## src/rtl/gate_bist_if.sv

```systemverilog
// Bus between the BIST controller and its host / gate model.
// The controller attaches as slave; the host that drives the run controls
// and the gate response attaches as master.
interface gate_bist_if #(
  parameter int unsigned IN_W  = 15,
  parameter int unsigned OUT_W = 10,
  parameter int unsigned PAT_W = 16
);
  logic             start;
  logic             abort;
  logic [PAT_W-1:0] num_pat;
  logic [IN_W-1:0]  seed;
  logic [OUT_W-1:0] exp_sig;
  logic [IN_W-1:0]  dut_in;
  logic [OUT_W-1:0] dut_out;
  logic             busy;
  logic             done;
  logic             pass;
  logic [OUT_W-1:0] signature;
  logic [PAT_W-1:0] pat_cnt;

  modport master (
    output start, abort, num_pat, seed, exp_sig, dut_out,
    input  dut_in, busy, done, pass, signature, pat_cnt
  );

  modport slave (
    input  start, abort, num_pat, seed, exp_sig, dut_out,
    output dut_in, busy, done, pass, signature, pat_cnt
  );
endinterface

```

## src/rtl/gate_bist_controller.sv

```systemverilog
// BIST controller: Galois LFSR pattern source, Galois MISR response
// compactor, pattern counter and pass/fail compare against an expected
// signature.
module gate_bist_controller #(
  parameter int unsigned      IN_W      = 15,
  parameter int unsigned      OUT_W     = 10,
  parameter int unsigned      PAT_W     = 16,
  parameter logic [IN_W-1:0]  LFSR_TAPS = 15'h4001,
  parameter logic [OUT_W-1:0] MISR_TAPS = 10'h081
) (
  input  logic        clk,
  input  logic        rst,
  gate_bist_if.slave  bus
);

  typedef enum logic {
    S_IDLE,
    S_RUN
  } state_t;

  state_t           r_state;
  logic [IN_W-1:0]  r_lfsr;
  logic [OUT_W-1:0] r_misr;
  logic [PAT_W-1:0] r_cnt;
  logic [PAT_W-1:0] r_num;
  logic [OUT_W-1:0] r_exp;
  logic             r_busy;
  logic             r_done;
  logic             r_pass;

  logic [IN_W-1:0]  w_lfsr_next;
  logic [OUT_W-1:0] w_misr_next;
  logic [IN_W-1:0]  w_seed;
  logic             w_last;

  // Next LFSR / MISR values, lock-up-safe seed, and last-pattern detect.
  always_comb begin
    w_lfsr_next = {r_lfsr[IN_W-2:0], 1'b0} ^ (r_lfsr[IN_W-1] ? LFSR_TAPS : '0);
    w_misr_next = {r_misr[OUT_W-2:0], 1'b0} ^ (r_misr[OUT_W-1] ? MISR_TAPS : '0)
                  ^ bus.dut_out;
    w_seed      = (bus.seed == '0) ? IN_W'(1) : bus.seed;
    w_last      = (r_cnt == (r_num - PAT_W'(1)));
  end

  // Run control FSM with registered status outputs.
  always_ff @(posedge clk) begin
    if (rst) begin
      r_state <= S_IDLE;
      r_lfsr  <= '0;
      r_misr  <= '0;
      r_cnt   <= '0;
      r_num   <= '0;
      r_exp   <= '0;
      r_busy  <= 1'b0;
      r_done  <= 1'b0;
      r_pass  <= 1'b0;
    end else begin
      r_done <= 1'b0;
      case (r_state)
        S_IDLE: begin
          if (bus.start) begin
            r_misr <= '0;
            r_cnt  <= '0;
            if (bus.num_pat != '0) begin
              r_num   <= bus.num_pat;
              r_exp   <= bus.exp_sig;
              r_lfsr  <= w_seed;
              r_pass  <= 1'b0;
              r_busy  <= 1'b1;
              r_state <= S_RUN;
            end else begin
              // Empty run completes immediately against a zero signature.
              r_done <= 1'b1;
              r_pass <= (bus.exp_sig == '0);
            end
          end
        end
        S_RUN: begin
          if (bus.abort) begin
            // Partial signature and count are left visible for debug.
            r_state <= S_IDLE;
            r_busy  <= 1'b0;
            r_pass  <= 1'b0;
          end else begin
            r_misr <= w_misr_next;
            r_lfsr <= w_lfsr_next;
            r_cnt  <= r_cnt + PAT_W'(1);
            if (w_last) begin
              r_state <= S_IDLE;
              r_busy  <= 1'b0;
              r_done  <= 1'b1;
              r_pass  <= (w_misr_next == r_exp);
            end
          end
        end
        default: begin
          r_state <= S_IDLE;
          r_busy  <= 1'b0;
        end
      endcase
    end
  end

  assign bus.dut_in    = r_lfsr;
  assign bus.busy      = r_busy;
  assign bus.done      = r_done;
  assign bus.pass      = r_pass;
  assign bus.signature = r_misr;
  assign bus.pat_cnt   = r_cnt;

endmodule

```

## src/flat_wrapper.sv

```systemverilog
// flat-port wrapper written by rule: the top's interface ports become plain ports
module gate_bist_controller_flat 
#(
  parameter int unsigned      IN_W      = 15,
  parameter int unsigned      OUT_W     = 10,
  parameter int unsigned      PAT_W     = 16,
  parameter logic [IN_W-1:0]  LFSR_TAPS = 15'h4001,
  parameter logic [OUT_W-1:0] MISR_TAPS = 10'h081
)
  (clk, rst, bus_start, bus_abort, bus_num_pat, bus_seed, bus_exp_sig, bus_dut_out, bus_dut_in, bus_busy, bus_done, bus_pass, bus_signature, bus_pat_cnt);
  gate_bist_if #(.IN_W(IN_W), .OUT_W(OUT_W), .PAT_W(PAT_W)) bus_i ();
  input  logic clk;
  input  logic rst;
  input wire logic [$bits(bus_i.start)-1:0] bus_start;
  input wire logic [$bits(bus_i.abort)-1:0] bus_abort;
  input wire logic [$bits(bus_i.num_pat)-1:0] bus_num_pat;
  input wire logic [$bits(bus_i.seed)-1:0] bus_seed;
  input wire logic [$bits(bus_i.exp_sig)-1:0] bus_exp_sig;
  input wire logic [$bits(bus_i.dut_out)-1:0] bus_dut_out;
  output wire logic [$bits(bus_i.dut_in)-1:0] bus_dut_in;
  output wire logic [$bits(bus_i.busy)-1:0] bus_busy;
  output wire logic [$bits(bus_i.done)-1:0] bus_done;
  output wire logic [$bits(bus_i.pass)-1:0] bus_pass;
  output wire logic [$bits(bus_i.signature)-1:0] bus_signature;
  output wire logic [$bits(bus_i.pat_cnt)-1:0] bus_pat_cnt;
  assign bus_i.start = bus_start;
  assign bus_i.abort = bus_abort;
  assign bus_i.num_pat = bus_num_pat;
  assign bus_i.seed = bus_seed;
  assign bus_i.exp_sig = bus_exp_sig;
  assign bus_i.dut_out = bus_dut_out;
  assign bus_dut_in = bus_i.dut_in;
  assign bus_busy = bus_i.busy;
  assign bus_done = bus_i.done;
  assign bus_pass = bus_i.pass;
  assign bus_signature = bus_i.signature;
  assign bus_pat_cnt = bus_i.pat_cnt;
  gate_bist_controller #(.IN_W(IN_W), .OUT_W(OUT_W), .PAT_W(PAT_W), .LFSR_TAPS(LFSR_TAPS), .MISR_TAPS(MISR_TAPS)) u_core (.clk(clk), .rst(rst), .bus(bus_i));
endmodule
```

## config.mk

```make
export PLATFORM = sky130hd
export DESIGN_NAME = gate_bist_controller_flat
export DESIGN_NICKNAME = d
export VERILOG_FILES = /design/src/rtl/gate_bist_if.sv /design/src/rtl/gate_bist_controller.sv /design/src/flat_wrapper.sv
export SDC_FILE = /design/constraint.sdc
export NUM_CORES = 1
export LEC_CHECK = 0
export BUFFER_PORTS_ARGS = -buffer_cell sky130_fd_sc_hd__buf_2
export CAP_MARGIN = 30
export CORE_UTILIZATION = 45
export DETAILED_ROUTE_END_ITERATION = 10
export HOLD_SLACK_MARGIN = 0.15
export PLACE_DENSITY = 0.7
export SLEW_MARGIN = 5
export SYNTH_ARGS = -nofsm -noshare
export SYNTH_HDL_FRONTEND = slang
export SYNTH_SLANG_ARGS = --single-unit
```

## constraint.sdc

```tcl
create_clock -name clk -period 6.9 [get_ports clk]
set_input_delay 0.69 -clock clk [delete_from_list [all_inputs] [get_ports clk]]
set_output_delay 0.69 -clock clk [all_outputs]
set_load 0.01 [all_outputs]
```

==> results.json, run 1 <==
{
  "status": "complete, no violations",
  "path_cells": "buf_2 -> nor4_1 -> nand4_1 -> nand2_1 -> nand2_1 -> o21ai_0 -> a22oi_1 -> nor2_1",
  "yosys.area.top_type": "dfxtp_1",
  "cts_buffers": 9,
  "multi_input_area_um2": 2090,
  "grt_max_degree": 61,
  "rr_worst_depth": 9,
  "row_count": 32,
  "synth_area_leaders": "dfxtp_1 39%, nand2_1 7.1%, xor2_1 7.0%, xnor2_1 5.8%, nor2_1 5.4%",
  "cts-hold-fix-buffers": 0,
  "use_met2_pct": 39.8,
  "synth-edff-count": 0,
  "diodes": 0,
  "busiest_layer": "met2",
  "initial_core_util_pct": 46.7,
  "reg2reg_from": "u_core.r_num[0]",
  "max_slew_margin_pct": 37.5,
  "r2r_end": "u_core.r_state",
  "path_class": "in2reg",
  "startpoint_type": "primary input",
  "ys_ff_latch": 71,
  "synthesis.nets": 498,
  "fin_nets": 586,
  "r2r_setup_slack_ns": 4.22,
  "startpoint": "bus_num_pat[3]",
  "synth_cell_type_count": 47,
  "postCtsSetupBuffers": 0,
  "area_growth_pct": 21.5,
  "leakage_nw": 1.84,
  "grt.overflow.total": 0,
  "hold_viol": 0,
  "slowest_stage": "nand2_1",
  "path_common_cell": "nand2_1",
  "wl_per_cell_um": 14.4,
  "hpwl_mm": 6.79,
  "netlist.area_leader.share_pct": 39.2,
  "die_area_um2": 8420,
  "async_reset_ff_share_pct": 0,
  "clk_latency_ns": 0.35,
  "min_path_type": "reg2reg",
  "remaining_drc_errors": 0,
  "grt_usage_pct": 22.9,
  "clockRootBuffer": "clkbuf_8",
  "routed_via_density": 5.43,
  "layout-drive-gt1-share_pct": 23.1,
  "drtIter0Drc": 124,
  "coreArea_um2": 7770,
  "grt_pass1_wl_mm": 15.3,
  "avgSynthCellArea_um2": 8.22,
  "cpPeakStageDelay_ns": 0.78,
  "ios": 99,
  "cts.clk_slew.worst_paths_ns": 0.08,
  "port_buffers": 98,
  "clock_path_buffers": 2,
  "worst_slew_pin_slew_ns": 0.936,
  "wirelength_mm": 9.13,
  "fmaxAchievable_mhz": 304,
  "synth-main-ff-cell": "dfxtp_1",
  "finalMaxSlewViolations": 0,
  "crit_required_ns": 7.18,
  "maxCapViolations": 0,
  "p_per_area_nw_per_um2": 216,
  "tritoncts": "built",
  "gp_congestion": 0.824,
  "setup_tns_ns": 0,
  "n_fill_cell": 750,
  "drt-pass1-iter-count": 5,
  "ir_drop_v": 0.000134,
  "ys_seq_area_share_pct": 39.2,
  "endpoint": "u_core.bus.dut_in[14]",
  "cts_resized": 0,
  "die_w_um": 91.8,
  "period_share_pct": 47.7,
  "cp_max_fo": 29,
  "antenna_found_initial": 0,
  "synthCells": 441,
  "worst_slack_ns": 3.61,
  "final_util_pct": 56.7,
  "end_kind": "flop",
  "syn_area_um2": 3630,
  "dp_slack_ns": 3.30,
  "drtAntennaViolNets": 0,
  "use_met3_pct": 5.80,
  "crit_arrival_ns": 3.57,
  "rsz0062_at_grt": "false",
  "num_vias": 3451,
  "die_h_um": 91.8,
  "clock_skew_ns": 0.00585,
  "met1_usage_pct": 26.9,
  "h-tree-depth": 3,
  "min_period_ns": 3.29,
  "setup-violations-final": 0,
  "cts.sinks": 71,
  "grt_pass1_vias": 3262,
  "seq_area_um2": 1420,
  "ys_warn_count": 0
}
cell usage after synthesis (all sizes together) (2+ instances only):
| master | n |
|---|---|
| dfxtp | 71 |
| nand2 | 69 |
| nor2 | 52 |
| a21oi | 33 |
| xor2 | 29 |
| xnor2 | 24 |
| clkbuf | 19 |
| a211oi | 16 |
| nor4 | 16 |
| mux2i | 14 |
| a22oi | 12 |
| nand3 | 9 |
| o21ai | 9 |
| nand2b | 8 |
| nor3 | 7 |
| buf | 6 |
| nand4 | 5 |
| inv | 4 |
| nor2b | 4 |
| a31oi | 3 |
| and3 | 3 |
| nand3b | 3 |
| and2 | 2 |
| and3b | 2 |
| ha | 2 |
| o2bb2ai | 2 |
| or3 | 2 |
| or4 | 2 |
| or4b | 2 |
cell families (layout without fill, tap and decap cells):
kind of cell	after synthesis	in the layout	synth area share, %
and+or+nand+nor	190	190	25.2
muxes	14	14	3.86
AOI/OAI and AO/OA	82	82	15.0
xor gates and xnor gates	53	53	12.8
buffers and inverters	29	121	3.21
DFF	71	71	39.2
adders and majority gates	2	2	0.690
critical path: cells and delay by family:
family	cells	cell delay, ns
buf+inv	1	0.10
simple gates	5	2.42
compound gates	2	0.34
placed cells by master, fill, tap and decap left out, drive strengths merged, types with 2 or more instances in the layout:
cell and instances:
nor2b 4, inv 4, nand4 5, or3 2, a211oi 16, nor3 7, nand2 69, o2bb2ai 2
nor4 16, dfxtp 71, o21ai 9, and3 3, a21oi 33, nor2 52, buf 102, a22oi 12
clkinvlp 2, nand3b 3, and2 2, xnor2 24, clkinv 2, a31oi 3, clkbuf 10, nand2b 8
mux2i 14, or4 2, ha 2, nand3 9, or4b 2, and3b 2, xor2 29
final cells by class:
class / instances / area share (%)
Inverter: 4 / 0.341
Tap cell: 102 / 2.90
Clock buffer: 10 / 3.12
Timing Repair Buffer: 102 / 12.6
Multi-Input combinational cell: 341 / 47.4
Clock inverter: 5 / 1.33
Sequential cell: 71 / 32.3
stage by stage:
step                      instances  power [mW]  cell area [µm²]  hold WS [ns]
after floorplan                 441       0.569             3630         0.448
after global placement          616       0.617             4140         0.459
after detailed placement        618       0.625             4180         0.465
after CTS                       633       0.956             4370         0.476
after global routing            635        1.00             4410         0.494
final                           635       0.951             4410         0.476
registers in the layout, indices dropped and copies added, names as in the netlist:
name                  flops
u_core.bus.pat_cnt       16
u_core.r_num             16
u_core.bus.dut_in        15
u_core.bus.signature     10
u_core.r_exp             10
u_core.bus.busy           1
u_core.bus.done           1
u_core.bus.pass           1
u_core.r_state            1
how the worst min path moves through the flow:
stage                          startpoint              end  depth (start not counted)
after floorplan           u_core.r_exp[1]  u_core.r_exp[1]                          2
after global placement    u_core.r_exp[8]  u_core.r_exp[8]                          2
after detailed placement  u_core.r_exp[9]  u_core.r_exp[9]                          2
after CTS                 u_core.r_exp[9]  u_core.r_exp[9]                          2
after global routing      u_core.r_exp[9]  u_core.r_exp[9]                          2
final                     u_core.r_exp[9]  u_core.r_exp[9]                          2
power by group:
part | switching, mW | total (mW) | internal [mW]
logic | 0.0942 | 0.167 | 0.0723
registers | 0.0218 | 0.452 | 0.430
clock network | 0.158 | 0.332 | 0.175
total | 0.274 | 0.951 | 0.677
metal layers:
| layer | part of all wire (%) | wire length (µm) |
|---|---|---|
| met2 | 50 | 4600 |
| met3 | 5.3 | 483 |
| met4 | 2.5 | 231 |
| met5 | 0 | 0 |
| met1 | 42 | 3810 |
Power figures use the tool's default switching activity.
==> run 2, diff against run 1 <==
--- a/config.mk
+++ b/config.mk
@@ -5,6 +5,7 @@
 export SDC_FILE = /design/constraint.sdc
 export NUM_CORES = 1
 export LEC_CHECK = 0
+export ABC_AREA = 1
 export BUFFER_PORTS_ARGS = -buffer_cell sky130_fd_sc_hd__buf_2
 export CAP_MARGIN = 30
 export CORE_UTILIZATION = 45
==> constraint.sdc (replaced) <==
create_clock -name clk -period 3.3 [get_ports clk]
set_input_delay 0.33 -clock clk [delete_from_list [all_inputs] [get_ports clk]]
set_output_delay 0.33 -clock clk [all_outputs]
set_load 0.01 [all_outputs]
==> run 2 against run 1 <==
  * Hold slack got worse by 0.23 ns
  * Largest power group unchanged
  * Power up 150%
  * Sequential share of layout area fell by 1.9 points
  * Synthesized cell count increased by 26%
  * Register-to-register slack got worse by 3.3 ns
  * Worst setup slack worse by 2.7 ns
  * Global-route usage rose by 0.48 points
  * Die area grew 5.5%
  * Critical path depth shrank 1
==> results.json, run 2 <==
{
  "multi_input_area_um2": 2150,
  "fin_nets": 707,
  "port_buffers": 98,
  "synthesis.nets": 612,
  "n_fill_cell": 780,
  "hold_viol": 0,
  "dp_slack_ns": 0.881,
  "synth_cell_type_count": 34,
  "h-tree-depth": 3,
  "drtAntennaViolNets": 0,
  "synth-edff-count": 0,
  "layout-drive-gt1-share_pct": 22.9,
  "p_clk_share_pct": 40.6,
  "cp_max_fo": 31,
  "max_slew_margin_pct": 45.5,
  "leakage_nw": 2.13,
  "area_growth_pct": 22.3,
  "seq_area_um2": 1420,
  "tritoncts": "built",
  "die_w_um": 94.3,
  "netlist.area_leader.share_pct": 37.1,
  "wirelength_mm": 9.86,
  "ys_ff_latch": 71,
  "clock_path_buffers": 2,
  "syn_area_um2": 3830,
  "min_path_type": "in2reg",
  "maxCapViolations": 0,
  "async_reset_ff_share_pct": 0,
  "grt_pass1_vias": 3390,
  "layout_commonest_cell": "nand2_1",
  "die_area_um2": 8890,
  "muxShareOfSynthArea_pct": 0,
  "min_period_ns": 2.42,
  "grt_usage_pct": 23.4,
  "avgSynthCellArea_um2": 6.90,
  "drtIter0Drc": 165,
  "grt_max_degree": 42,
  "worst_slew_pin_slew_ns": 0.815,
  "internal-power_mw": 1.68,
  "antenna_found_initial": 0,
  "clockRootBuffer": "clkbuf_8",
  "crit_arrival_ns": 2.68,
  "yosys.area.top_type": "dfxtp_1",
  "drt-pass1-iter-count": 4,
  "final_util_pct": 57.0,
  "synth_simple_gate_area_share_pct": 31.2,
  "grt_pass1_wl_mm": 16.2,
  "routed_via_density": 5.04,
  "p_per_area_nw_per_um2": 500,
  "clock_skew_ns": 0.00994,
  "cts.clk_slew.worst_paths_ns": 0.08,
  "cts_buffers": 9,
  "gp_congestion": 0.855,
  "diodes": 0,
  "grt.overflow.total": 0,
  "status": "complete, no violations",
  "postCtsSetupBuffers": 0,
  "synth-main-ff-cell": "dfxtp_1",
  "period_share_pct": 73.2,
  "row_count": 33,
  "num_vias": 3822,
  "setup-violations-final": 0,
  "total_switching_power_mw": 0.664,
  "yosysMostFrequentCell": "nand2_1",
  "path_class": "reg2reg",
  "placedCellCount": 744,
  "cts-hold-fix-buffers": 0,
  "synth_top_family_by_area": "simple AND/OR/NAND/NOR gates",
  "cts_resized": 0,
  "synth_area_leaders": "dfxtp_1 37%, nand2_1 11%, o21ai_0 7.7%, nor2_1 6.9%, a21oi_1 5.7%",
  "crit_required_ns": 3.57,
  "coreArea_um2": 8220,
  "layout_common_cells": "115 x nand2_1, 98 x buf_2, 71 x dfxtp_1",
  "dpl_cell_area_um2": 4420,
  "ys_warn_count": 0,
  "remaining_drc_errors": 0,
  "end_kind": "flop",
  "cts.sinks": 71,
  "ys_top_cells_by_count": "115 x nand2_1, 71 x dfxtp_1, 70 x nor2_1",
  "initial_core_util_pct": 46.6,
  "synthXorXnorAreaFrac_pct": 8.00,
  "startpoint_type": "flop",
  "worst_slack_ns": 0.884,
  "p_seq_share_pct": 40.7,
  "hold_ws_ns": 0.242,
  "ios": 99,
  "wl_per_cell_um": 13.0,
  "synthCells": 555,
  "die_h_um": 94.3,
  "synthAdderAreaFrac_pct": 0.653,
  "clk_latency_ns": 0.36,
  "synth-compound-area-share_pct": 16.4,
  "stdcell_area_um2": 4680,
  "fin_cells": 759,
  "power_frac_comb_pct": 18.7,
  "p_sw_share_pct": 28.4,
  "ys_seq_area_share_pct": 37.1,
  "ir_drop_v": 0.000271,
  "rsz0062_at_grt": "false",
  "finalMaxSlewViolations": 0,
  "hpwl_mm": 7.43,
  "power_mw": 2.34,
  "fmaxAchievable_mhz": 414,
  "setup_tns_ns": 0
}
-- run 2: cells by family after synthesis --
family | count (synthesis)
AOI/OAI and AO/OA | 120
xor gates and xnor gates | 35
adders and majority gates | 2
buffers and inverters | 67
DFF | 71
and+or+nand+nor | 260
-- run 2: path summary, 6_finish.rpt --
check                                        endpoint  cells after the start  slack, ns             from
worst min-delay path                  u_core.r_num[5]                      3       0.24   bus_num_pat[5]
worst min register to register        u_core.r_exp[4]                      2       0.47  u_core.r_exp[4]
worst max register to register  u_core.bus.dut_in[14]                      7       0.88   u_core.r_state
worst max-delay path            u_core.bus.dut_in[14]                      7       0.88   u_core.r_state
-- run 2: cell type report --
type / instances / share of cell area [%]
tap: 105 / 2.80
sequential: 71 / 30.3
multi-input combinational: 417 / 46.0
clock buffer: 10 / 2.94
inverter: 49 / 3.93
timing repair buffer: 102 / 11.3
clock inverter: 5 / 2.75
-- run 2: layer usage --
layer	global-route usage, %	share of wire (%)	vias up
li1	-	-	2010
met1	31.2	47	1698
met2	36.7	46	103
met3	6.23	6.1	11
met4	7.05	1.2	0
met5	0	0	-
-- run 2: power by group through the flow --
stage	registers [mW]	clock network [mW]	logic [mW]
floorplan	0.977	0	0.296
global placement	0.972	0	0.427
detailed placement	0.973	0	0.435
CTS	0.953	0.960	0.437
global route	0.961	1.00	0.495
finish	0.953	0.949	0.438
-- run 2: critical path, cell delays in order, from the launching register on --
cell      delay [ns]
dfxtp_1         0.31
buf_4           0.25
inv_2           0.18
nor2_4          0.31
inv_1           0.16
nand2_1         0.63
o21ai_0         0.21
a221oi_1        0.28
==> run 3, diff against run 2 <==
--- a/config.mk
+++ b/config.mk
@@ -11,7 +11,7 @@
 export CORE_UTILIZATION = 45
 export DETAILED_ROUTE_END_ITERATION = 10
 export HOLD_SLACK_MARGIN = 0.15
-export PLACE_DENSITY = 0.7
+export PLACE_DENSITY = 0.72
 export SLEW_MARGIN = 5
 export SYNTH_ARGS = -nofsm -noshare
 export SYNTH_HDL_FRONTEND = slang
==> constraint.sdc (replaced) <==
create_clock -name clk -period 2.2 [get_ports clk]
set_input_delay 0.22 -clock clk [delete_from_list [all_inputs] [get_ports clk]]
set_output_delay 0.22 -clock clk [all_outputs]
set_load 0.01 [all_outputs]
==> run 3 against run 2 <==
  * Routed wire length is 7.9% higher
  * Cell count is 4.1% higher
  * First-iteration DRC count is 19% lower
  * Power is 40% higher
  * Die area stayed put
  * Clock power is 19% higher
  * Sequential power is 50% higher
  * Critical path type unchanged
  * Critical path depth is 8 higher
  * Hold slack worse by 0.072 ns
  * Clock-buffer cell count is 2 higher
  * Sequential share of layout area is 1.5 points lower
==> results.json, run 3 (synthesis gave the netlist of run 2 again) <==
{
  "status": "complete, no violations",
  "clk_latency_ns": 0.36,
  "power_frac_comb_pct": 21.8,
  "grt_pass1_wl_mm": 16.7,
  "row_count": 33,
  "drtAntennaViolNets": 0,
  "hpwl_mm": 7.71,
  "worst_slew_pin_slew_ns": 0.540,
  "hold_ws_ns": 0.170,
  "end_kind": "flop",
  "cts.clk_slew.worst_paths_ns": 0.08,
  "crit_arrival_ns": 2.20,
  "internal-power_mw": 2.25,
  "ir_drop_v": 0.000338,
  "leakage_nw": 2.22,
  "p_sw_share_pct": 31.5,
  "die_w_um": 94.3,
  "layout-drive-gt1-share_pct": 23.2,
  "min_path_type": "in2reg",
  "wl_per_cell_um": 13.5,
  "coreArea_um2": 8220,
  "dpl_cell_area_um2": 4460,
  "setup-violations-final": 0,
  "initial_core_util_pct": 46.6,
  "p_seq_share_pct": 43.7,
  "p_per_area_nw_per_um2": 666,
  "die_h_um": 94.3,
  "tritoncts": "built",
  "remaining_drc_errors": 0,
  "num_vias": 4083,
  "postCtsSetupBuffers": 0,
  "die_area_um2": 8890,
  "grt_max_degree": 44,
  "port_buffers": 98,
  "p_clk_share_pct": 34.5,
  "cts.sinks": 71,
  "antenna_found_initial": 0,
  "diodes": 0,
  "drt-pass1-iter-count": 4,
  "total_switching_power_mw": 1.03,
  "grt_pass1_vias": 3619,
  "layout_commonest_cell": "nand2_1",
  "cts_buffers": 9,
  "h-tree-depth": 3,
  "ios": 99,
  "area_growth_pct": 28.5,
  "max_slew_margin_pct": 63.7,
  "clockRootBuffer": "clkbuf_8",
  "startpoint_type": "flop",
  "period_share_pct": 88.3,
  "wirelength_mm": 10.6,
  "path_class": "reg2reg",
  "min_period_ns": 1.94,
  "fin_nets": 737,
  "crit_required_ns": 2.46,
  "gp_congestion": 0.890,
  "clock_path_buffers": 2,
  "setup_tns_ns": 0,
  "cp_max_fo": 7,
  "grt.overflow.total": 0,
  "hold_viol": 0,
  "rsz0062_at_grt": "false",
  "maxCapViolations": 0,
  "finalMaxSlewViolations": 0,
  "stdcell_area_um2": 4920,
  "drtIter0Drc": 133,
  "routed_via_density": 5.17,
  "layout_common_cells": "115 x nand2_1, 98 x buf_2, 71 x dfxtp_1",
  "grt_usage_pct": 24.0,
  "clock_skew_ns": 0.0101,
  "fmaxAchievable_mhz": 514
}
-- run 3: changes by cell type in the layout (fill, tap and decap cells not counted), sizes merged, moves of 2 or more --
cell         before  now
clkbuf           10   12
clkinvlp          0    2
buf             102  108
dlygate4sd3       0   24
bufinv            4    1
-- run 3: routing by layer --
layer / GRT usage (%) / vias up / part of all wire (%)
li1: - / 2071 / -
met1: 31.1 / 1875 / 46
met2: 38.6 / 122 / 47
met3: 4.05 / 15 / 4.2
met4: 11.2 / 0 / 1.8
met5: 0 / - / 0
-- run 3: what timing repair did --
action | 4_1_cts | 5_1_grt
endpoints found under the hold margin | 24 | 0
gates resized for setup | 0 | 5
setup endpoints to repair | 0 | 10
hold buffers | 24 | 0
-- run 3: final timing paths --
check	to	from	depth (start not counted)	slack (ns)
max reg2reg	u_core.bus.pass	u_core.r_num[1]	15	0.26
min	u_core.r_num[2]	bus_num_pat[2]	3	0.17
max	u_core.bus.pass	u_core.r_num[1]	15	0.26
min reg2reg	u_core.r_exp[2]	u_core.r_exp[2]	2	0.47
-- run 3: power by group through the flow --
stage	Combinational [mW]	Clock, mW	Sequential (mW)
after detailed placement	0.664	0	1.46
after global routing	0.799	1.19	1.44
after CTS	0.701	1.14	1.43
after floorplan	0.443	0	1.47
after global placement	0.655	0	1.46
final	0.716	1.13	1.43
-- run 3: area by class of cell --
| cell class | instances | area, µm² |
|---|---|---|
| multi-input cells | 417 | 2170 |
| well taps | 105 | 131 |
| clock buffers | 12 | 155 |
| repair buffers | 132 | 806 |
| inverters | 49 | 184 |
| flip-flops and latches | 71 | 1420 |
| fillers | 786 | 3290 |
| clock inverters | 4 | 53.8 |
-- run 3: per-stage QoR --
| step | instances | setup WS, ns | util, % | power, mW |
|---|---|---|---|---|
| after CTS | 790 | 0.112 | 59.7 | 3.27 |
| final | 790 | 0.256 | 59.9 | 3.28 |
| after detailed placement | 750 | 0.171 | 54.2 | 2.12 |
| after floorplan | 555 | 0.433 | - | 1.91 |
| after global routing | 790 | 0.00844 | 59.9 | 3.43 |
| after global placement | 750 | 0.190 | 54.2 | 2.11 |
-- run 3: worst max-delay path, cell delays in order, from the launching register on --
cell      delay (ns)
dfxtp_1         0.32
inv_1           0.13
ha_4            0.18
nand3_4         0.13
nor2_8          0.18
nand3b_1        0.09
nand2_1         0.10
nand2_1         0.07
inv_1           0.05
nand2_1         0.04
nor2_1          0.10
nand2_1         0.10
nand2_2         0.08
nand2_2         0.06
a21oi_1         0.14
nor2_1          0.06
